$ cat src/rtl/lcd_fb_arbiter.sv
// lcd_fb_arbiter: shares one single-port RGB565 frame-buffer RAM between the
// LCD scan-out reader and the drawing-engine writer, with read priority and a
// bounded read streak so a pending write always makes progress.
//
// Ports:
//   clk, rst_in              clock; asynchronous active-high reset
//   rd_req/rd_x/rd_y         read request (level, held until rd_gnt)
//   rd_gnt                   read accepted this cycle (combinational)
//   rd_valid/rd_data         read result, fixed 3-cycle latency
//   wr_valid/wr_x/wr_y/      write request (valid/ready)
//   wr_data/wr_ready
//   ram_en/ram_we/ram_addr/  registered RAM command, address = y*LCD_W+x
//   ram_wdata
//   ram_rdata                RAM read data, valid 1 cycle after ram_en
//   drop_cnt                 saturating count of out-of-range accesses
//
// Optional feature, macro LCD_FB_CLEAR_EN: adds clear_start, clear_color and
// clear_busy plus a CLEAR state that fills the whole screen with one colour.
module lcd_fb_arbiter #(
    parameter int LCD_W         = 132,
    parameter int LCD_H         = 162,
    parameter int ADDR_W        = 15,
    parameter int MAX_RD_STREAK = 4
) (
    input  logic              clk,
    input  logic              rst_in,
`ifdef LCD_FB_CLEAR_EN
    input  logic              clear_start,
    input  logic [15:0]       clear_color,
    output logic              clear_busy,
`endif
    input  logic              rd_req,
    input  logic [7:0]        rd_x,
    input  logic [7:0]        rd_y,
    output logic              rd_gnt,
    output logic              rd_valid,
    output logic [15:0]       rd_data,
    input  logic              wr_valid,
    input  logic [7:0]        wr_x,
    input  logic [7:0]        wr_y,
    input  logic [15:0]       wr_data,
    output logic              wr_ready,
    output logic              ram_en,
    output logic              ram_we,
    output logic [ADDR_W-1:0] ram_addr,
    output logic [15:0]       ram_wdata,
    input  logic [15:0]       ram_rdata,
    output logic [15:0]       drop_cnt
);

    localparam int NPIX = LCD_W * LCD_H;
    localparam int SW   = $clog2(MAX_RD_STREAK + 1);

`ifdef LCD_FB_CLEAR_EN
    typedef enum logic {ST_ARB, ST_CLEAR} state_t;
`else
    typedef enum logic {ST_ARB} state_t;
`endif

    state_t            r_state;
    state_t            w_state_nxt;
    logic [SW-1:0]     r_streak;

    logic              r_p1_vld;
    logic              r_p1_oor;
    logic              r_p2_vld;
    logic              r_p2_oor;

    logic              w_rd_in;
    logic              w_wr_in;
    logic [ADDR_W-1:0] w_rd_addr;
    logic [ADDR_W-1:0] w_wr_addr;

    logic              w_wr_pend;
    logic              w_wr_ok;
    logic [ADDR_W-1:0] w_wr_sel_a;
    logic [15:0]       w_wr_sel_d;
    logic              w_rd_gnt;
    logic              w_wr_gnt;
    logic              w_ram_go;
    logic              w_oor;

`ifdef LCD_FB_CLEAR_EN
    logic [ADDR_W-1:0] r_clr_addr;
    logic [15:0]       r_clr_color;
`endif

    assign w_rd_in   = (32'(rd_x) < LCD_W) && (32'(rd_y) < LCD_H);
    assign w_wr_in   = (32'(wr_x) < LCD_W) && (32'(wr_y) < LCD_H);
    assign w_rd_addr = ADDR_W'(32'(rd_y) * LCD_W + 32'(rd_x));
    assign w_wr_addr = ADDR_W'(32'(wr_y) * LCD_W + 32'(wr_x));

    always_comb begin
        w_state_nxt = r_state;
        w_wr_pend   = wr_valid;
        w_wr_ok     = w_wr_in;
        w_wr_sel_a  = w_wr_addr;
        w_wr_sel_d  = wr_data;
`ifdef LCD_FB_CLEAR_EN
        // The clear writer owns the write slot and always has data pending.
        if (r_state == ST_CLEAR) begin
            w_wr_pend  = 1'b1;
            w_wr_ok    = 1'b1;
            w_wr_sel_a = r_clr_addr;
            w_wr_sel_d = r_clr_color;
        end
`endif
        // Reads win unless a write has waited through a full streak.
        w_rd_gnt = !rst_in && rd_req &&
                   (!w_wr_pend || (r_streak < SW'(MAX_RD_STREAK)));
        w_wr_gnt = !rst_in && !w_rd_gnt && w_wr_pend;
`ifdef LCD_FB_CLEAR_EN
        unique case (r_state)
            ST_ARB: begin
                if (clear_start) begin
                    w_state_nxt = ST_CLEAR;
                end
            end
            ST_CLEAR: begin
                if (w_wr_gnt && (r_clr_addr == ADDR_W'(NPIX - 1))) begin
                    w_state_nxt = ST_ARB;
                end
            end
            default: w_state_nxt = ST_ARB;
        endcase
`endif
    end

    assign rd_gnt   = w_rd_gnt;
    assign wr_ready = w_wr_gnt && (r_state == ST_ARB);
    assign w_ram_go = (w_rd_gnt && w_rd_in) || (w_wr_gnt && w_wr_ok);
    assign w_oor    = (w_rd_gnt && !w_rd_in) || (w_wr_gnt && !w_wr_ok);

`ifdef LCD_FB_CLEAR_EN
    assign clear_busy = (r_state == ST_CLEAR);
`endif

    always_ff @(posedge clk or posedge rst_in) begin
        if (rst_in) begin
            r_state   <= ST_ARB;
            r_streak  <= '0;
            ram_en    <= 1'b0;
            ram_we    <= 1'b0;
            ram_addr  <= '0;
            ram_wdata <= '0;
            r_p1_vld  <= 1'b0;
            r_p1_oor  <= 1'b0;
            r_p2_vld  <= 1'b0;
            r_p2_oor  <= 1'b0;
            rd_valid  <= 1'b0;
            rd_data   <= '0;
            drop_cnt  <= '0;
        end else begin
            r_state <= w_state_nxt;

            if (w_wr_gnt || !w_wr_pend) begin
                r_streak <= '0;
            end else if (w_rd_gnt) begin
                r_streak <= r_streak + SW'(1);
            end

            ram_en <= w_ram_go;
            ram_we <= w_wr_gnt && w_wr_ok;
            if (w_ram_go) begin
                ram_addr <= w_rd_gnt ? w_rd_addr : w_wr_sel_a;
                if (!w_rd_gnt) begin
                    ram_wdata <= w_wr_sel_d;
                end
            end

            // Read pipeline: out-of-range reads still flow, returning zero.
            r_p1_vld <= w_rd_gnt;
            r_p1_oor <= !w_rd_in;
            r_p2_vld <= r_p1_vld;
            r_p2_oor <= r_p1_oor;
            rd_valid <= r_p2_vld;
            if (r_p2_vld) begin
                rd_data <= r_p2_oor ? 16'h0000 : ram_rdata;
            end

            if (w_oor && (drop_cnt != 16'hFFFF)) begin
                drop_cnt <= drop_cnt + 16'd1;
            end
        end
    end

`ifdef LCD_FB_CLEAR_EN
    always_ff @(posedge clk or posedge rst_in) begin
        if (rst_in) begin
            r_clr_addr  <= '0;
            r_clr_color <= '0;
        end else if ((r_state == ST_ARB) && clear_start) begin
            r_clr_addr  <= '0;
            r_clr_color <= clear_color;
        end else if ((r_state == ST_CLEAR) && w_wr_gnt) begin
            r_clr_addr <= r_clr_addr + ADDR_W'(1);
        end
    end
`endif

endmodule

$ cat config.mk
export PLATFORM = sky130hd
export DESIGN_NAME = lcd_fb_arbiter
export DESIGN_NICKNAME = d
export VERILOG_FILES = /design/src/rtl/lcd_fb_arbiter.sv
export SDC_FILE = /design/constraint.sdc
export NUM_CORES = 1
export LEC_CHECK = 0
export ABC_AREA = 0
export CAP_MARGIN = 25
export CORE_UTILIZATION = 51
export CTS_CLUSTER_SIZE = 28
export DETAILED_ROUTE_END_ITERATION = 8
export HOLD_SLACK_MARGIN = 0.05
export PLACE_DENSITY = 0.92
export SYNTH_ARGS = -nofsm -noshare
export SYNTH_HDL_FRONTEND = slang
export SYNTH_SLANG_ARGS = --single-unit
$ cat constraint.sdc
create_clock -name clk -period 6.42 [get_ports clk]
set_input_delay 0.642 -clock clk [delete_from_list [all_inputs] [get_ports clk]]
set_output_delay 0.642 -clock clk [all_outputs]
set_load 0.1 [all_outputs]
Yosys cells after proc, flatten, opt, wreduce, memory -nomap -nowiden
Index checks and enable logic that the tools add are counted.
Word-level totals
  flip-flop bits (word level): 73
  bits in latches: 0
  bits in writable memories: 0
  bits in read-only memories: 0
  input port bits: 68
  output and inout bits: 68
  logic and storage cells: 51
  memories: 0
Operators by class
  add/subtract/negate cells: 4
  $mul: 2
  div/mod/pow operators: 0
  $lt $le $gt $ge: 5
  eq/ne operators: 1
  shift operators: 0
  mux-type cells: 4
  bitwise gates (word level): 1
  reduce and logical (&&, ||, !) cells: 22
Operator list (count)
  $lt A8 B8 Y1 const B: 4
  $add A15 B8 Y15: 2
  $mul A8 B6 Y13 const B: 2
  $add A16 B1 Y16 const B: 1
  $mux W16: 1
  $ne A16 B16 Y1 const B: 1
  $mux W15: 1
  $logic_and A1 B1 Y1: 11
  $mux W3: 2
  $logic_not A1 Y1: 5
  $logic_or A1 B1 Y1: 4
  $add A3 B1 Y3 const B: 1
  $lt A3 B3 Y1 const B: 1
  $reduce_and A2 Y1: 1
  $reduce_bool A2 Y1: 1
  $not A1 Y1: 1

Longest topological paths before layout
Gate-level depths: netlist of run 1.
  depth after elaboration: 9
  depth in mapped cells: 10
  mapped depth without buffers: 10

Least setup slack after synthesis of run 1
No wires, ideal clock.
  path type: input-to-reg
  start point: input port rst_in
  end point: register drop_cnt[1]
  setup time: 126 ps
  data arrival time: 4115 ps
  required time: 6294 ps
  setup slack: 2179 ps
  stages on the path: 6
  path buffers: 1
  cell sequence: inv_1 and3_1 a21boi_1 o21ai_4 buf_6 mux2_4
On the way
  word-level cells in the longest chain between the ends: 9
  elaborated cells on any way between the ends: 10
  classes of those cells: reduce/logical: 10
RTL lines
  start: declaration: RTL line 26  | input logic rst_in,
  $logic_not A1 Y1 (no source line) *
  $logic_and A1 B1 Y1 (2 in series): RTL line 109  | w_rd_gnt = !rst_in && rd_req &&
  $logic_not A1 Y1
  $logic_and A1 B1 Y1 * (2 in series): RTL line 111  | w_wr_gnt = !rst_in && !w_rd_gnt && w_wr_pend;
  via wr_ready: RTL line 42  | output logic wr_ready,
  $logic_and A1 B1 Y1 *: RTL line 132  | assign w_oor = (w_rd_gnt && !w_rd_in) || (w_wr_gnt && !w_wr_ok);
  $logic_or A1 B1 Y1 *: RTL line 132
  $logic_and A1 B1 Y1 *: RTL line 181  | if (w_oor && (drop_cnt != 16'hFFFF)) begin
  end signal: assignment: RTL line 182  | drop_cnt <= drop_cnt + 16'd1;
  end: declaration: RTL line 48  | output logic [15:0] drop_cnt
The timed path passes the listed nets; every way through them passes the cells marked *.
A chain may end at the register's enable or synchronous reset.

Final worst setup path of run 1
  start point: input port rst_in
  end point: output port rd_gnt
On the way
  word-level cells in the longest chain between the ends: 3
RTL lines
  $logic_not A1 Y1 (no source line)
  $logic_and A1 B1 Y1 (2 in series): RTL line 109
  end: declaration: RTL line 35  | output logic rd_gnt,
Every way passes these cells.

==> metrics.md, run 1 <==
| Metric | Value |
|---|---|
| Run status | finished, final reports clean |
| Final setup TNS | 0 ns |
| Worst slew pin tran | 1.020 ns |
| Number of fill cells | 602 |
| Critical path class | input port to output port |
| WP data arrival | 3.27 ns |
| Area of the multi-input gates | 2311 µm² |
| ANT nets after route | 0 |
| Max_slew headroom | 0.3177 |
| IO buf count | 135 |
| CTS max path bufs | 2 |
| Final Core Density | 0.7221 |
| Iter 0 DRT Violations | 184 |
| Site Rows | 33 |
| Wirelength per Cell | 15.44 µm |
| Die area | 8854 µm² |
| EDFF count, synth | 0 |
| Combinational power share | 0.528 |
| Power share of the clock group | 0.169 |
| Total CTS buffers | 9 |
| Power, Total | 1990 µW |
| CP max FO | 19 |
| Post-synthesis sequential area ratio | 0.4223 |
| N_diodes | 0 |
| Sw power | 1036 µW |
| DRT Pass-1 Iters | 5 |
| Yosys warning count | 0 |
| Syn nets | 570 |
| CTS tree | yes |
| Distinct cells, synth | 61 |
| DR vias | 3900 |
| CP endpoint kind | output port |
| Worst skew pair latency | 0.35 ns |
| Starting Density | 0.5264 |
| WP data required | 5.78 ns |
| Worst Setup Start Kind | input port |
| Setup Viol. Count Final | 0 |
| Power Dens Cells | 335.4 nW/µm² |
| Net Sw Frac | 0.5208 |
| Max-Cap Viols | 0 |
| Core footprint | 8217 µm² |
| Mapped Area | 4325 µm² |
| Peak supply drop | 0.0002854 V |
| Flop pwr share | 0.303 |
| Final instance area | 5933 µm² |
| Internal | 953.5 µW |
| Root buffer cell | clkbuf_8 |
| Setup Skew | 0.009362 ns |
| DP Wirelength | 8.491 mm |
| Fin. Hold Viols | 0 |
| Final GP Congestion | 0.8836 |
| Ys async rst share | 1.000 |
| Final period utilization | 0.6090 |
| DIE WIDTH | 94.10 µm |
| Gate count of the mapped netlist | 466 |
| Total GRT Usage | 0.2580 |
| Tightest Hold Check Type | register to register |
| RSZ-0062 raised after global routing | no |
| Die H | 94.10 µm |
| Clock transition at path regs | 0.08 ns |
| Leakage Power | 0.002689 µW |
| IO Count | 136 |
| CTS H-Tree Depth | 3 |
| Final Max Slew Viols | 0 |
| DR vias/cell | 5.470 |
| Crit path time final | 3.910 ns |
| Layout area overhead | 37.17% |
| Fmax | 255.8 MHz |
| Syn_area_per_cell | 9.282 µm² |
| Grt total ovfl | 0 |
| Area post-placement | 5749 µm² |
| Register bit total from synthesis | 73 |
| Post-Route WL | 11.01 mm |
| First-pass GRT wire length | 17.66 mm |
| Post-cts resize count | 0 |
| Cts hold-fix bufs | 0 |
| Vias in the first global route | 3813 |
| Pin count of the biggest net entering global routing | 74 |
| Seq. cell area | 1827 µm² |
| Residual DRC | 0 |
| Post CTS Setup Buffer Count | 0 |
| CTS sink count | 73 |
| Initial antenna violation count | 0 |
| Prevailing post-synth register cell | dfrtp_1 |
| Layout cells sized above 1 | 0.06579 |
| # nets final | 707 |
## cells in the mapped netlist (all sizes together) (2+ instances only)
cell type,instances,share of area
nand2,103,0.089
dfrtp,73,0.42
ha,32,0.093
inv,30,0.027
o21ai,28,0.040
nor2,25,0.022
xor2,24,0.049
a21oi,20,0.024
nand3,20,0.026
xnor2,10,0.020
a31oi,8,0.017
nor2b,8,0.012
nor3,8,0.013
clkbuf,6,0.0052
nand4,6,0.0087
and3,5,0.0072
o21a,5,0.0087
a211oi,4,0.0069
a21o,4,0.0069
buf,4,0.010
fa,4,0.019
a31o,3,0.0061
a211o,2,0.0041
a21boi,2,0.0035
a22oi,2,0.0035
and2,2,0.0035
nand2b,2,0.0029
nor4,2,0.0029
o31ai,2,0.0035
o41a,2,0.0052
or2,2,0.0029
or3,2,0.0029
or4,2,0.0052
## layout make-up
cell class	instances	share of cell area
clock buffers	9	0.02088
clock inverters	7	0.01012
inverters	31	0.02046
multi-input cells	352	0.3895
flip-flops and latches	73	0.3079
well taps	105	0.02214
repair buffers	136	0.2290
## critical path, stage by stage
cell and delay [ns]:
clkdlybuf4s50_1 0.48, nand2b_1 0.23, a21o_1 0.35, inv_2 0.35, clkdlybuf4s50_1 1.20
## stage by stage
step / setup slack, ns / instances / hold slack (ns)
2_1_floorplan: 2.179 / 466 / 0.3312
3_3_place_gp: 2.543 / 697 / 0.3344
3_5_place_dp: 2.524 / 697 / 0.3347
4_1_cts: 2.524 / 713 / 0.3532
5_1_grt: 2.375 / 713 / 0.3575
6_report: 2.510 / 713 / 0.3514
## worst paths after layout
check | from | endpoint | slack [ns] | cells past startpoint
setup / recovery | rst_in | rd_gnt | 2.51 | 5
hold / removal | r_p1_oor$_DFF_PP0_ | r_p2_oor$_DFF_PP0_ | 0.35 | 0
setup reg to reg | r_streak[2]$_DFFE_PP0P_ | ram_addr[12]$_DFFE_PP0P_ | 4.34 | 7
hold reg to reg | r_p1_oor$_DFF_PP0_ | r_p2_oor$_DFF_PP0_ | 0.35 | 0
max in group asynchronous | rst_in | ram_wdata[6]$_DFFE_PP0P_ | 4.82 | 3
min in group asynchronous | rst_in | ram_addr[2]$_DFFE_PP0P_ | 0.99 | 3
## power groups by stage
stage	clock, µW	combinational (µW)	sequential, µW
floorplan	0	217	1160
global placement	0	1030	606
detailed placement	0	1050	610
CTS	346	1050	602
global route	368	1090	614
finish	337	1050	603
## metal layers
metal  global-route usage  routed length (µm)
met1               0.3060                4540
met2               0.4678                5777
met3              0.04693                 548
met4              0.08333                 145
met5                    0                   0
## cell usage in the layout, fill, tap and decap left out, types with 5 or more instances in the layout
cell             synthesis  routed
nand4_1                  6       6
nor2b_1                  8       8
nand2_1                103     103
xnor2_1                 10      10
dfrtp_1                 73      73
clkdlybuf4s50_1          0     135
o21ai_0                 23      23
nor3_1                   5       5
nand3_1                 19      19
and3_1                   5       5
o21a_1                   5       5
inv_1                   28      27
clkbuf_8                 0       9
xor2_1                  24      24
a21oi_1                 19      19
ha_1                    32      32
nor2_1                  25      25
## state kept, by name (all words and copies together), names as in the netlist
name / flops
drop_cnt: 16
ram_wdata: 16
rd_data: 16
ram_addr: 15
r_streak: 3
r_p1_oor: 1
r_p1_vld: 1
r_p2_oor: 1
r_p2_vld: 1
ram_en: 1
ram_we: 1
rd_valid: 1
## kinds of logic (layout without fill, tap and decap cells)
family	Yosys count	after routing	synth area share
mux	2	2	0.005784
flops	73	73	0.4223
fa+ha+maj	36	36	0.1111
compound gates	90	90	0.1452
simple gates	190	190	0.2034
xor+xnor	34	34	0.06884
buf+inv	41	183	0.04339
No activity file was read; power rests on OpenSTA's default activity.
==> run 2, diff against run 1 <==
- CORE_UTILIZATION: 51 -> 47
- PLACE_DENSITY: 0.92 -> 0.86
- clock period: 6.42 -> 3.8 ns (I/O delays scaled with it)
==> run 2 against run 1 <==
Net effect: the flow now finishes with violations (DRC); utilization is 4.7 points lower; routed wire length is 3.4% higher; global-route usage is 1.9 points lower; power rose by 69%; register-to-register slack worse by 2.7 ns; die area up 8.3%; count of clock-buffer cells in the layout rose by 2; critical path type is now input port to register; largest cell class unchanged.
==> metrics.md, run 2 (same netlist as run 1, synthesis figures left out) <==
| Metric | Value |
|---|---|
| Run status | finished with violations |
| Failing checks | DRC |
| Total CTS buffers | 9 |
| Reg2reg end | ram_addr[12]$_DFFE_PP0P_ |
| Root buffer cell | clkbuf_8 |
| Critical path class | input port to register |
| WP data arrival | 3.46 ns |
| Tightest Hold Check Type | register to register |
| Clock transition at path regs | 0.08 ns |
| Combinational power share | 0.529 |
| Finished Layout Cells | 716 |
| Number of fill cells | 700 |
| Power, Total | 3354 µW |
| R2R Setup Slk | 1.63 ns |
| WP data required | 4.05 ns |
| Hold path depth | 0 |
| Worst setup margin | 0.5869 ns |
| Sw power | 1729 µW |
| Vias in the first global route | 3944 |
| Pin count of the biggest net entering global routing | 74 |
| Grt total ovfl | 0 |
| Post-Route WL | 11.38 mm |
| IO Count | 136 |
| Internal | 1625 µW |
| Die area | 9590 µm² |
| N_diodes | 0 |
| CTS max path bufs | 2 |
| Flop pwr share | 0.305 |
| Regs by FF count | drop_cnt x16, ram_wdata x16, rd_data x16 |
| Wirelength per Cell | 15.90 µm |
| Fin. Hold Viols | 0 |
| RSZ-0062 raised after global routing | no |
| Hold EP | r_p2_oor$_DFF_PP0_ |
| Layout cells sized above 1 | 0.06743 |
| Final Max Slew Viols | 0 |
| Peak supply drop | 0.0002989 V |
| Total GRT Usage | 0.2391 |
| First-pass GRT wire length | 18.15 mm |
| # nets final | 707 |
| Cts hold-fix bufs | 0 |
| Leakage Power | 0.002701 µW |
| Setup Skew | 0.009140 ns |
| Net Sw Frac | 0.5156 |
| Site Rows | 34 |
| Initial antenna violation count | 0 |
| Fmax | 311.2 MHz |
| CTS H-Tree Depth | 3 |
| DRT Pass-1 Iters | 7 |
| Hold path startpoint | r_p1_oor$_DFF_PP0_ |
| Worst Setup Start Kind | input port |
| Max_slew headroom | 0.3219 |
| IO buf count | 135 |
| FF-to-FF path depth | 7 |
| Setup Viol. Count Final | 0 |
| Most common cell after layout, fill and taps aside | clkdlybuf4s50_1 |
| CTS sink count | 73 |
| Final setup TNS | 0 ns |
| Max-Cap Viols | 0 |
| CTS tree | yes |
| CP max FO | 3 |
| Worst skew pair latency | 0.34 ns |
| Placed cells | 700 |
| Worst slew pin tran | 1.014 ns |
| Iter 0 DRT Violations | 153 |
| Final GP Congestion | 0.8690 |
| DP Wirelength | 8.811 mm |
| Layout area overhead | 37.46% |
| Dpl ws | 0.2398 ns |
| Post CTS Setup Buffer Count | 0 |
| Residual DRC | 12 |
| Reg2reg start | r_streak[2]$_DFFE_PP0P_ |
| DR vias | 3925 |
| Final period utilization | 0.8455 |
| Post-cts resize count | 0 |
| DR vias/cell | 5.482 |
| Crit path time final | 3.213 ns |
| DIE WIDTH | 97.93 µm |
| Core footprint | 8806 µm² |
| Starting Density | 0.4912 |
| Power share of the clock group | 0.165 |
| CP endpoint kind | register |
| Power Dens Cells | 564.1 nW/µm² |
| Most frequent cells in the layout | 133 x clkdlybuf4s50_1, 103 x nand2_1, 73 x dfrtp_1 |
| ANT nets after route | 0 |
| Die H | 97.93 µm |
## run 2: metrics by stage
step / util / instance area [µm²] / hold WS, ns
after floorplan: - / 4329 / 0.3312
after global placement: 0.6546 / 5764 / 0.3323
after detailed placement: 0.6546 / 5764 / 0.3427
after CTS: 0.6752 / 5946 / 0.3521
after global routing: 0.6752 / 5946 / 0.3663
final: 0.6752 / 5946 / 0.3503
## run 2: power groups by stage
stage	combinational, µW	sequential [µW]	clock [µW]
after global routing	1850	1040	601
final	1770	1020	555
after CTS	1780	1020	565
after floorplan	366	1960	0
after global placement	1750	1030	0
after detailed placement	1770	1030	0
## run 2: area by class of cell
type / instances / area, µm² / share of cell area
multi-input combinational: 352 / 2311 / 0.3887
sequential: 73 / 1827 / 0.3072
timing repair buffer: 136 / 1366 / 0.2298
clock buffer: 11 / 141.4 / 0.02378
tap: 108 / 135.1 / 0.02273
inverter: 31 / 125.1 / 0.02104
clock inverter: 5 / 40.04 / 0.006734
## run 2: worst max-delay path by stage
stage | from | endpoint | slack, ns
finish | rd_y[2] | ram_addr[13]$_DFFE_PP0P_ | 0.59
global route | rd_y[2] | ram_addr[13]$_DFFE_PP0P_ | 0.48
CTS | rd_y[2] | ram_addr[13]$_DFFE_PP0P_ | 0.61
detailed placement | rd_y[2] | ram_addr[13]$_DFFE_PP0P_ | 0.24
global placement | rd_y[2] | ram_addr[13]$_DFFE_PP0P_ | 0.41
floorplan | rst_in | drop_cnt[1]$_DFFE_PP0P_ | 0.51
## run 2: per-layer routing
metal  part of all wire  wire [µm]  vias up  track usage
met5                  0          0        -            0
met4              0.022        255        0      0.07925
met3              0.072        818       32      0.05798
met2               0.51       5828      169       0.4426
met1               0.39       4479     1855       0.2676
li1                   -          -     1869            -
## run 2: worst max-delay path, cell delays in order
cell and delay [ns]:
clkdlybuf4s50_1 0.47, ha_1 0.32, ha_1 0.31, ha_1 0.24
fa_1 0.53, nand3_1 0.11, or2_1 0.24, nor3_2 0.18
nand2_1 0.10, or3_1 0.35, a41oi_1 0.24
